===== config.mk =====
export PLATFORM = sky130hd
export DESIGN_NAME = fetch_stage
export DESIGN_NICKNAME = d
export VERILOG_FILES = /design/src/rtl/fetch_stage.sv
export SDC_FILE = /design/constraint.sdc
export NUM_CORES = 1
export LEC_CHECK = 0
export ABC_AREA = 0
export CAP_MARGIN = 20
export CORE_AREA = 2 2 143 145
export CTS_CLUSTER_DIAMETER = 30
export DETAILED_ROUTE_END_ITERATION = 8
export DIE_AREA = 0 0 145 147
export PLACE_DENSITY_LB_ADDON = 0.3
export SLEW_MARGIN = 20
export SYNTH_ARGS = -nofsm -noshare
export SYNTH_HDL_FRONTEND = slang
export SYNTH_SLANG_ARGS = --single-unit

===== constraint.sdc =====
create_clock -name clk -period 8.2 [get_ports clk]
set_clock_uncertainty 0.05 [all_clocks]
set_input_delay 1.64 -clock clk [delete_from_list [all_inputs] [get_ports clk]]
set_output_delay 1.64 -clock clk [all_outputs]
set_load 0.02 [all_outputs]

===== src/rtl/fetch_stage.sv =====
// Instruction-fetch stage: owns the PC, keeps at most one instruction-memory
// request in flight, and feeds the IF/ID slot through a 1-entry skid buffer.
// EX redirects flush the stage. A response that was already in flight when
// the redirect arrived is discarded through the DROP state.
module fetch_stage #(
  parameter int              XLEN      = 32,
  parameter logic [XLEN-1:0] RESET_PC  = 32'h0000_0000,
  parameter logic [XLEN-1:0] NOP_INSTR = 32'h0000_0013
) (
  input  logic            clk,
  input  logic            reset,
  input  logic            stall,
  input  logic            redirect_valid,
  input  logic [XLEN-1:0] redirect_pc,
  output logic            imem_req,
  output logic [XLEN-1:0] imem_addr,
  input  logic            imem_rvalid,
  input  logic [XLEN-1:0] imem_rdata,
  output logic            id_valid,
  output logic [XLEN-1:0] id_instr,
  output logic [XLEN-1:0] id_pc,
  output logic [XLEN-1:0] id_pc_plus4
);

  typedef enum logic [1:0] {
    IDLE = 2'b00,
    WAIT = 2'b01,
    DROP = 2'b10
  } state_t;

  localparam logic [XLEN-1:0] PC_STEP = {{(XLEN-3){1'b0}}, 3'b100};

  state_t          state_r, state_nxt_s;
  logic [XLEN-1:0] pc_r, pc_nxt_s;
  logic [XLEN-1:0] req_pc_r, req_pc_nxt_s;
  logic            id_valid_r, id_valid_nxt_s;
  logic [XLEN-1:0] id_instr_r, id_instr_nxt_s;
  logic [XLEN-1:0] id_pc_r, id_pc_nxt_s;
  logic            skid_full_r, skid_full_nxt_s;
  logic [XLEN-1:0] skid_instr_r, skid_instr_nxt_s;
  logic [XLEN-1:0] skid_pc_r, skid_pc_nxt_s;
  logic            slot_free_s;
  logic            issue_s;
  logic            resp_s;

  // Next-state and datapath decisions; a redirect overrides every other action.
  always_comb begin
    slot_free_s      = !id_valid_r || !stall;
    issue_s          = 1'b0;
    resp_s           = 1'b0;
    state_nxt_s      = state_r;
    pc_nxt_s         = pc_r;
    req_pc_nxt_s     = req_pc_r;
    id_valid_nxt_s   = id_valid_r;
    id_instr_nxt_s   = id_instr_r;
    id_pc_nxt_s      = id_pc_r;
    skid_full_nxt_s  = skid_full_r;
    skid_instr_nxt_s = skid_instr_r;
    skid_pc_nxt_s    = skid_pc_r;

    if (redirect_valid) begin
      pc_nxt_s        = {redirect_pc[XLEN-1:2], 2'b00};
      id_valid_nxt_s  = 1'b0;
      id_instr_nxt_s  = NOP_INSTR;
      skid_full_nxt_s = 1'b0;
      // An in-flight request that has not answered yet must be dropped later.
      case (state_r)
        WAIT, DROP: state_nxt_s = imem_rvalid ? IDLE : DROP;
        default:    state_nxt_s = IDLE;
      endcase
    end else begin
      issue_s = !skid_full_r &&
                ((state_r == IDLE) || ((state_r == WAIT) && imem_rvalid && slot_free_s));
      resp_s  = (state_r == WAIT) && imem_rvalid;

      if (issue_s) begin
        pc_nxt_s     = pc_r + PC_STEP;
        req_pc_nxt_s = pc_r;
      end else begin
        pc_nxt_s     = pc_r;
        req_pc_nxt_s = req_pc_r;
      end

      case (state_r)
        IDLE:    state_nxt_s = issue_s ? WAIT : IDLE;
        WAIT:    state_nxt_s = imem_rvalid ? (issue_s ? WAIT : IDLE) : WAIT;
        DROP:    state_nxt_s = imem_rvalid ? IDLE : DROP;
        default: state_nxt_s = IDLE;
      endcase

      // The id slot is refilled from the response first, then from the skid.
      if (resp_s && slot_free_s) begin
        id_valid_nxt_s = 1'b1;
        id_instr_nxt_s = imem_rdata;
        id_pc_nxt_s    = req_pc_r;
      end else if (skid_full_r && slot_free_s) begin
        id_valid_nxt_s = 1'b1;
        id_instr_nxt_s = skid_instr_r;
        id_pc_nxt_s    = skid_pc_r;
      end else if (id_valid_r && !stall) begin
        id_valid_nxt_s = 1'b0;
        id_instr_nxt_s = NOP_INSTR;
        id_pc_nxt_s    = id_pc_r;
      end else begin
        id_valid_nxt_s = id_valid_r;
        id_instr_nxt_s = id_instr_r;
        id_pc_nxt_s    = id_pc_r;
      end

      // A response that cannot enter a stalled slot parks in the skid buffer.
      if (resp_s && !slot_free_s) begin
        skid_full_nxt_s  = 1'b1;
        skid_instr_nxt_s = imem_rdata;
        skid_pc_nxt_s    = req_pc_r;
      end else if (skid_full_r && slot_free_s) begin
        skid_full_nxt_s  = 1'b0;
      end else begin
        skid_full_nxt_s  = skid_full_r;
      end
    end
  end

  // State and datapath registers with asynchronous reset.
  always_ff @(posedge clk or posedge reset) begin
    if (reset) begin
      state_r      <= IDLE;
      pc_r         <= RESET_PC;
      req_pc_r     <= RESET_PC;
      id_valid_r   <= 1'b0;
      id_instr_r   <= NOP_INSTR;
      id_pc_r      <= RESET_PC;
      skid_full_r  <= 1'b0;
      skid_instr_r <= NOP_INSTR;
      skid_pc_r    <= RESET_PC;
    end else begin
      state_r      <= state_nxt_s;
      pc_r         <= pc_nxt_s;
      req_pc_r     <= req_pc_nxt_s;
      id_valid_r   <= id_valid_nxt_s;
      id_instr_r   <= id_instr_nxt_s;
      id_pc_r      <= id_pc_nxt_s;
      skid_full_r  <= skid_full_nxt_s;
      skid_instr_r <= skid_instr_nxt_s;
      skid_pc_r    <= skid_pc_nxt_s;
    end
  end

  // The request strobe is combinational so the memory sees it in the issue
  // cycle. It is gated by reset because IDLE would otherwise issue at once.
  assign imem_req    = issue_s && !reset;
  assign imem_addr   = pc_r;
  assign id_valid    = id_valid_r;
  assign id_instr    = id_instr_r;
  assign id_pc       = id_pc_r;
  assign id_pc_plus4 = id_pc_r + PC_STEP;

endmodule


==> impl_metrics.ini, run 1 <==
[run_status]
status = complete, no violations

[min_path]
whs_path_depth = 2
hp-class = reg -> reg

[critical_path]
cp_data_required_time_ns = 6.51
ff2ff_setup_slack_ns = 5.40
critical_path.max_fanout = 7
end_kind = primary output
start_kind = primary input
crit_arrival_ns = 3.60
crit_type = in -> out
ff2ff_path_depth = 7

[timing]
fin_tns_setup_ns = 0
rsz0062_at_grt = false
hold_viol = 0
min_period_ns = 5.291
hold-worst-slack_ns = 0.4271
fmaxAchievable_ghz = 0.1890
relSlewSlack = 0.3702
finalSetupViolCount = 0
drv_slew = 0
min_period_over_period = 0.6452
worst_pin_slew_ns = 0.9425

[floorplanning]
die_x_um = 145
die_area_um2 = 21320
start_util = 0.4439
coreArea_um2 = 19840
std_cell_rows = 52
ios = 199
die_y_um = 147

[global_route]
grt_max_degree = 124
busiest_layer = met2
grt_pass1_wl_mm = 33.15
grt_util_met3 = 0.05590
use_met1 = 0.2456
track_usage = 0.1938
grt_pass1_vias = 6375
antenna_found_initial = 0
overflow = 0
met2_usage = 0.3243

[final_layout]
fillers = 1709
fin_cells = 1239
fin_area_um2 = 11490
fin_nets = 1030
drive_gt1_frac = 0.1581
area_growth_pct = 30.46

[cts]
clock_path_buffers = 2
cts_sinks = 188
cts_root_buffer = clkbuf_16
cts_inserted_buffers = 17
insertion_delay_ns = 0.43
cts_resized = 0
postCtsHoldBufs = 0
cts_tree = built
postCtsSetupBuffers = 0
clk_pin_slew_ns = 0.06
htreeDepth = 4

[place]
gp_congestion = 0.7806
placed_area_um2 = 10910
dp.final_hpwl_mm = 13.76
portBuffers = 190
dpl.cell_count = 1206

[power]
power.density_nw_per_um2 = 265.0
vdd_drop_max_mv = 0.1378
p_leak_nw = 4.823

[drt]
ant_nets = 0
wirelength_mm = 20.20
drtIter0Drc = 257
wl_per_cell_um = 16.30
vias_per_cell = 5.186
vias = 6425
drc = 0
dr.pass1.iters = 4

[logic_synthesis]
yosysTopAreaCell = dfrtp_1
synth.most_common_cell = dfrtp_1
syn-cell-area_um2 = 8810
synth_edf_count = 0
synth_top_area_frac = 0.5170
yosysWarnings = 0
ys_seq_area_frac = 0.5349
synthFlopType = dfrtp_1
synthTopCellsByArea = dfrtp_1 52%, mux2_2 12%, o21ai_0 4.8%, nand2_1 4.4%, mux2i_1 4.0%
async_reset_ff_frac = 1.000
synthCells = 785
synth_cell_type_count = 47
synth_top_cells_by_count = 182 x dfrtp_1, 104 x nand2_1, 92 x mux2_2
syn_area_per_cell_um2 = 11.22
ys_ff_latch = 188

[flow_run]
drv_cap = 0
path summary, 6_finish.rpt:
check,from,to
worst max-delay path,imem_rvalid,imem_req
worst min-delay path,id_instr[18],id_instr[18]
worst max register to register,state_r[1],id_pc[4]
worst min register to register,id_instr[18],id_instr[18]
max in group asynchronous,reset,skid_pc_r[17]
min in group asynchronous,reset,id_valid
sequential cells by signal, summed over array words and instances, names as in the netlist:
name,cells
id_instr,32
skid_instr_r,32
id_pc,30
imem_addr,30
req_pc_r,30
skid_pc_r,30
state_r,2
id_valid,1
skid_full_r,1
logic make-up after synthesis:
kind of cell,share of synthesized area
AO/OA/AOI/OAI,0.08621
buffers and inverters,0.03295
AND/OR/NAND/NOR,0.1290
other,0.0004257
adder cells (fa/ha/maj),0.008521
multiplexers,0.1574
flip-flops,0.5349
XOR/XNOR,0.05070
per-layer routing:
layer	wire length, um	part of all wire
met1	9062	0.45
met2	9722	0.48
met3	1238	0.061
met4	175	0.0087
met5	0	0
through the flow:
step | utilization | setup slack, ns | total power [W]
3_5_place_dp | 0.5499 | 2.930 | 0.002270
6_report | 0.5792 | 2.909 | 0.003046
5_1_grt | 0.5791 | 2.738 | 0.003214
2_1_floorplan | - | 1.406 | 0.001835
4_1_cts | 0.5791 | 2.901 | 0.003085
3_3_place_gp | 0.5499 | 2.967 | 0.002243
where the power goes:
part           internal (W)  switching [W]  leakage (nW)
logic              0.000471       0.000450          2.09
clock network      0.000447       0.000355         0.283
registers           0.00113       0.000195          2.45
worst max-delay path, cell delays in order:
cell and delay (ns):
clkdlybuf4s50_1 0.53, and2_1 0.25, a21oi_1 0.23, nor4_1 0.25
clkdlybuf4s50_1 0.69
cells in the final DEF, fill, tap and decap left out, types with 5 or more instances in the layout:
| master | n |
|---|---|
| mux2_2 | 92 |
| a31oi_1 | 5 |
| nor3_1 | 8 |
| clkdlybuf4s50_1 | 189 |
| and3_1 | 10 |
| nor2_1 | 14 |
| and4_1 | 5 |
| nand3_1 | 18 |
| inv_1 | 10 |
| dfrtp_1 | 182 |
| xnor2_1 | 26 |
| and2_1 | 6 |
| mux2i_1 | 35 |
| o21ai_0 | 85 |
| clkbuf_16 | 17 |
| conb_1 | 6 |
| buf_4 | 8 |
| nand2_1 | 104 |
| a22oi_1 | 33 |
| dfstp_2 | 6 |
| ha_1 | 6 |
| nand4_1 | 22 |
| xor2_1 | 25 |
| or3_1 | 5 |
final cells by class:
class	count	area [um2]	area share
sequential	188	4712	0.4100
multi-input combinational	538	3852	0.3352
timing repair buffer	198	1957	0.1703
clock buffer	21	470.5	0.04093
tap	270	337.8	0.02939
clock inverter	11	108.9	0.009471
inverter	12	52.55	0.004572
antenna	1	2.502	0.0002177
No activity file was read; power rests on OpenSTA's default activity.
==> inputs of run 2 (changes only) <==
- clock period: 8.2 -> 5.14 ns (I/O delays scaled with it)
==> run 2 against run 1 <==
  * Sequential share of layout area shrank 0.16 points
  * Utilization grew 0.22 points
  * Die area is the same
  * Clock power grew 62%
  * Critical endpoint unchanged
==> impl_metrics.ini, run 2 (synthesized netlist as in run 1, its figures left out) <==
[run_status]
status = complete, no violations

[critical_path]
ff2ff_path_depth = 7
ff2ff_setup_slack_ns = 2.60
slowest_stage = clkdlybuf4s50_1
end_kind = primary output
path_delay_family = buffers and inverters
cp_common_cell = clkdlybuf4s50_1
crit_type = in -> out
crit_arrival_ns = 2.75
cp_data_required_time_ns = 4.06
path_buf_inv = 2
start_kind = primary input
critical_path.max_fanout = 5
cp.depth = 5
timing.rr.start = state_r[1]
critPathLaunch = imem_rvalid
r2r-end = imem_addr[31]
critPathMaxStageDelay_ns = 0.68
cp_cell_sequence = clkdlybuf4s50_1, and2_1, a21oi_1, nor4_1, clkdlybuf4s50_1
cp-endpoint = imem_req

[cts]
clock_path_buffers = 2
postCtsHoldBufs = 0
cts_inserted_buffers = 17
insertion_delay_ns = 0.42
postCtsSetupBuffers = 0
cts_root_buffer = clkbuf_16
cts_tree = built
cts_sinks = 188
htreeDepth = 4
cts_resized = 0
clk_pin_slew_ns = 0.07

[floorplanning]
std_cell_rows = 52
coreArea_um2 = 19840
die_area_um2 = 21320
ios = 199
die_y_um = 147
start_util = 0.4439
die_x_um = 145

[timing]
drv_slew = 0
rsz0062_at_grt = false
finalSetupViolCount = 0
worst_pin_slew_ns = 0.9399
relSlewSlack = 0.3719
min_period_ns = 3.826
hold_viol = 0
fmaxAchievable_ghz = 0.2614
min_period_over_period = 0.7443
fin_tns_setup_ns = 0

[final_layout]
drive_gt1_frac = 0.1598
diodes = 0
layout_commonest_cell = clkdlybuf4s50_1
final_cell_mix = 189 x clkdlybuf4s50_1, 182 x dfrtp_1, 104 x nand2_1
fin_cells = 1240
fillers = 1696
fin_area_um2 = 11540
area_growth_pct = 30.96
regArea_um2 = 4712
fin_nets = 1032
multi_input_area_um2 = 3852

[global_route]
track_usage = 0.1957
overflow = 0
grt_pass1_vias = 6288
grt_max_degree = 105
antenna_found_initial = 1
grt_pass1_wl_mm = 33.49

[drt]
dr.pass1.iters = 4
wl_per_cell_um = 16.43
vias_per_cell = 5.170
drc = 0
ant_nets = 0
wirelength_mm = 20.37
vias = 6411
drtIter0Drc = 238

[power]
p_int_w = 0.003268
p_sw_frac = 0.3318
finalPower_w = 0.004891
power.density_nw_per_um2 = 423.9
switchingPower_w = 0.001623
power_frac_comb = 0.303
power_frac_seq = 0.431
p_leak_nw = 4.844
power_frac_clock = 0.266
vdd_drop_max_mv = 0.2209

[place]
gp_congestion = 0.7829
portBuffers = 190
placed_area_um2 = 10950
dpl.cell_count = 1208
dp.final_hpwl_mm = 13.92

[min_path]
hp-class = reg -> reg

[flow_run]
drv_cap = 0
-- run 2: cell count changes in the layout (fill, tap and decap cells not counted), sizes merged --
cell      before  now
diode          1    0
clkbuf        21   20
clkinv         6    8
clkinvlp       2    1
buf            9   11
-- run 2: cell type report --
cell class | instances | area share
Clock buffer | 20 | 0.03958
Inverter | 12 | 0.004229
Sequential cell | 188 | 0.4084
Multi-Input combinational cell | 538 | 0.3339
Tap cell | 270 | 0.02928
Clock inverter | 12 | 0.01150
Timing Repair Buffer | 200 | 0.1731
-- run 2: worst min-delay path, delay by kind of cell, from the launching register on --
family | cells | cell delay (ns)
flops | 1 | 0.34
compound gates | 1 | 0.06
simple gates | 1 | 0.04
-- run 2: layer usage --
layer | global-route usage | up-vias | share of wire
met4 | 0.05594 | 2 | 0.013
li1 | - | 3108 | -
met2 | 0.3140 | 171 | 0.46
met1 | 0.2595 | 3112 | 0.46
met3 | 0.05839 | 18 | 0.064
met5 | 0 | - | 0.00064
-- run 2: metrics by stage --
| stage | hold slack [ns] | utilization | worst slack, ns |
|---|---|---|---|
| final | 0.4257 | 0.5814 | 1.314 |
| after floorplan | 0.4300 | - | 1.646 |
| after detailed placement | 0.4193 | 0.5517 | 1.315 |
| after global placement | 0.4116 | 0.5517 | 1.301 |
| after CTS | 0.4351 | 0.5814 | 1.299 |
| after global routing | 0.4596 | 0.5814 | 1.199 |
-- run 2: worst min-delay path by stage --
stage / start / endpoint / slack, ns / depth (start not counted)
2_1_floorplan: skid_pc_r[31] / skid_pc_r[31] / 0.43 / 1
3_3_place_gp: id_instr[18] / id_instr[18] / 0.41 / 2
3_5_place_dp: id_instr[18] / id_instr[18] / 0.42 / 2
4_1_cts: id_instr[18] / id_instr[18] / 0.44 / 2
5_1_grt: id_instr[23] / id_instr[23] / 0.46 / 2
6_report: id_instr[18] / id_instr[18] / 0.43 / 2
-- run 2: power groups by stage --
stage | logic [W] | registers, W | clock network (W)
after detailed placement | 0.00150 | 0.00213 | 0
after floorplan | 0.000713 | 0.00221 | 0
after global routing | 0.00160 | 0.00216 | 0.00140
after CTS | 0.00150 | 0.00211 | 0.00133
final | 0.00148 | 0.00211 | 0.00130
after global placement | 0.00147 | 0.00211 | 0
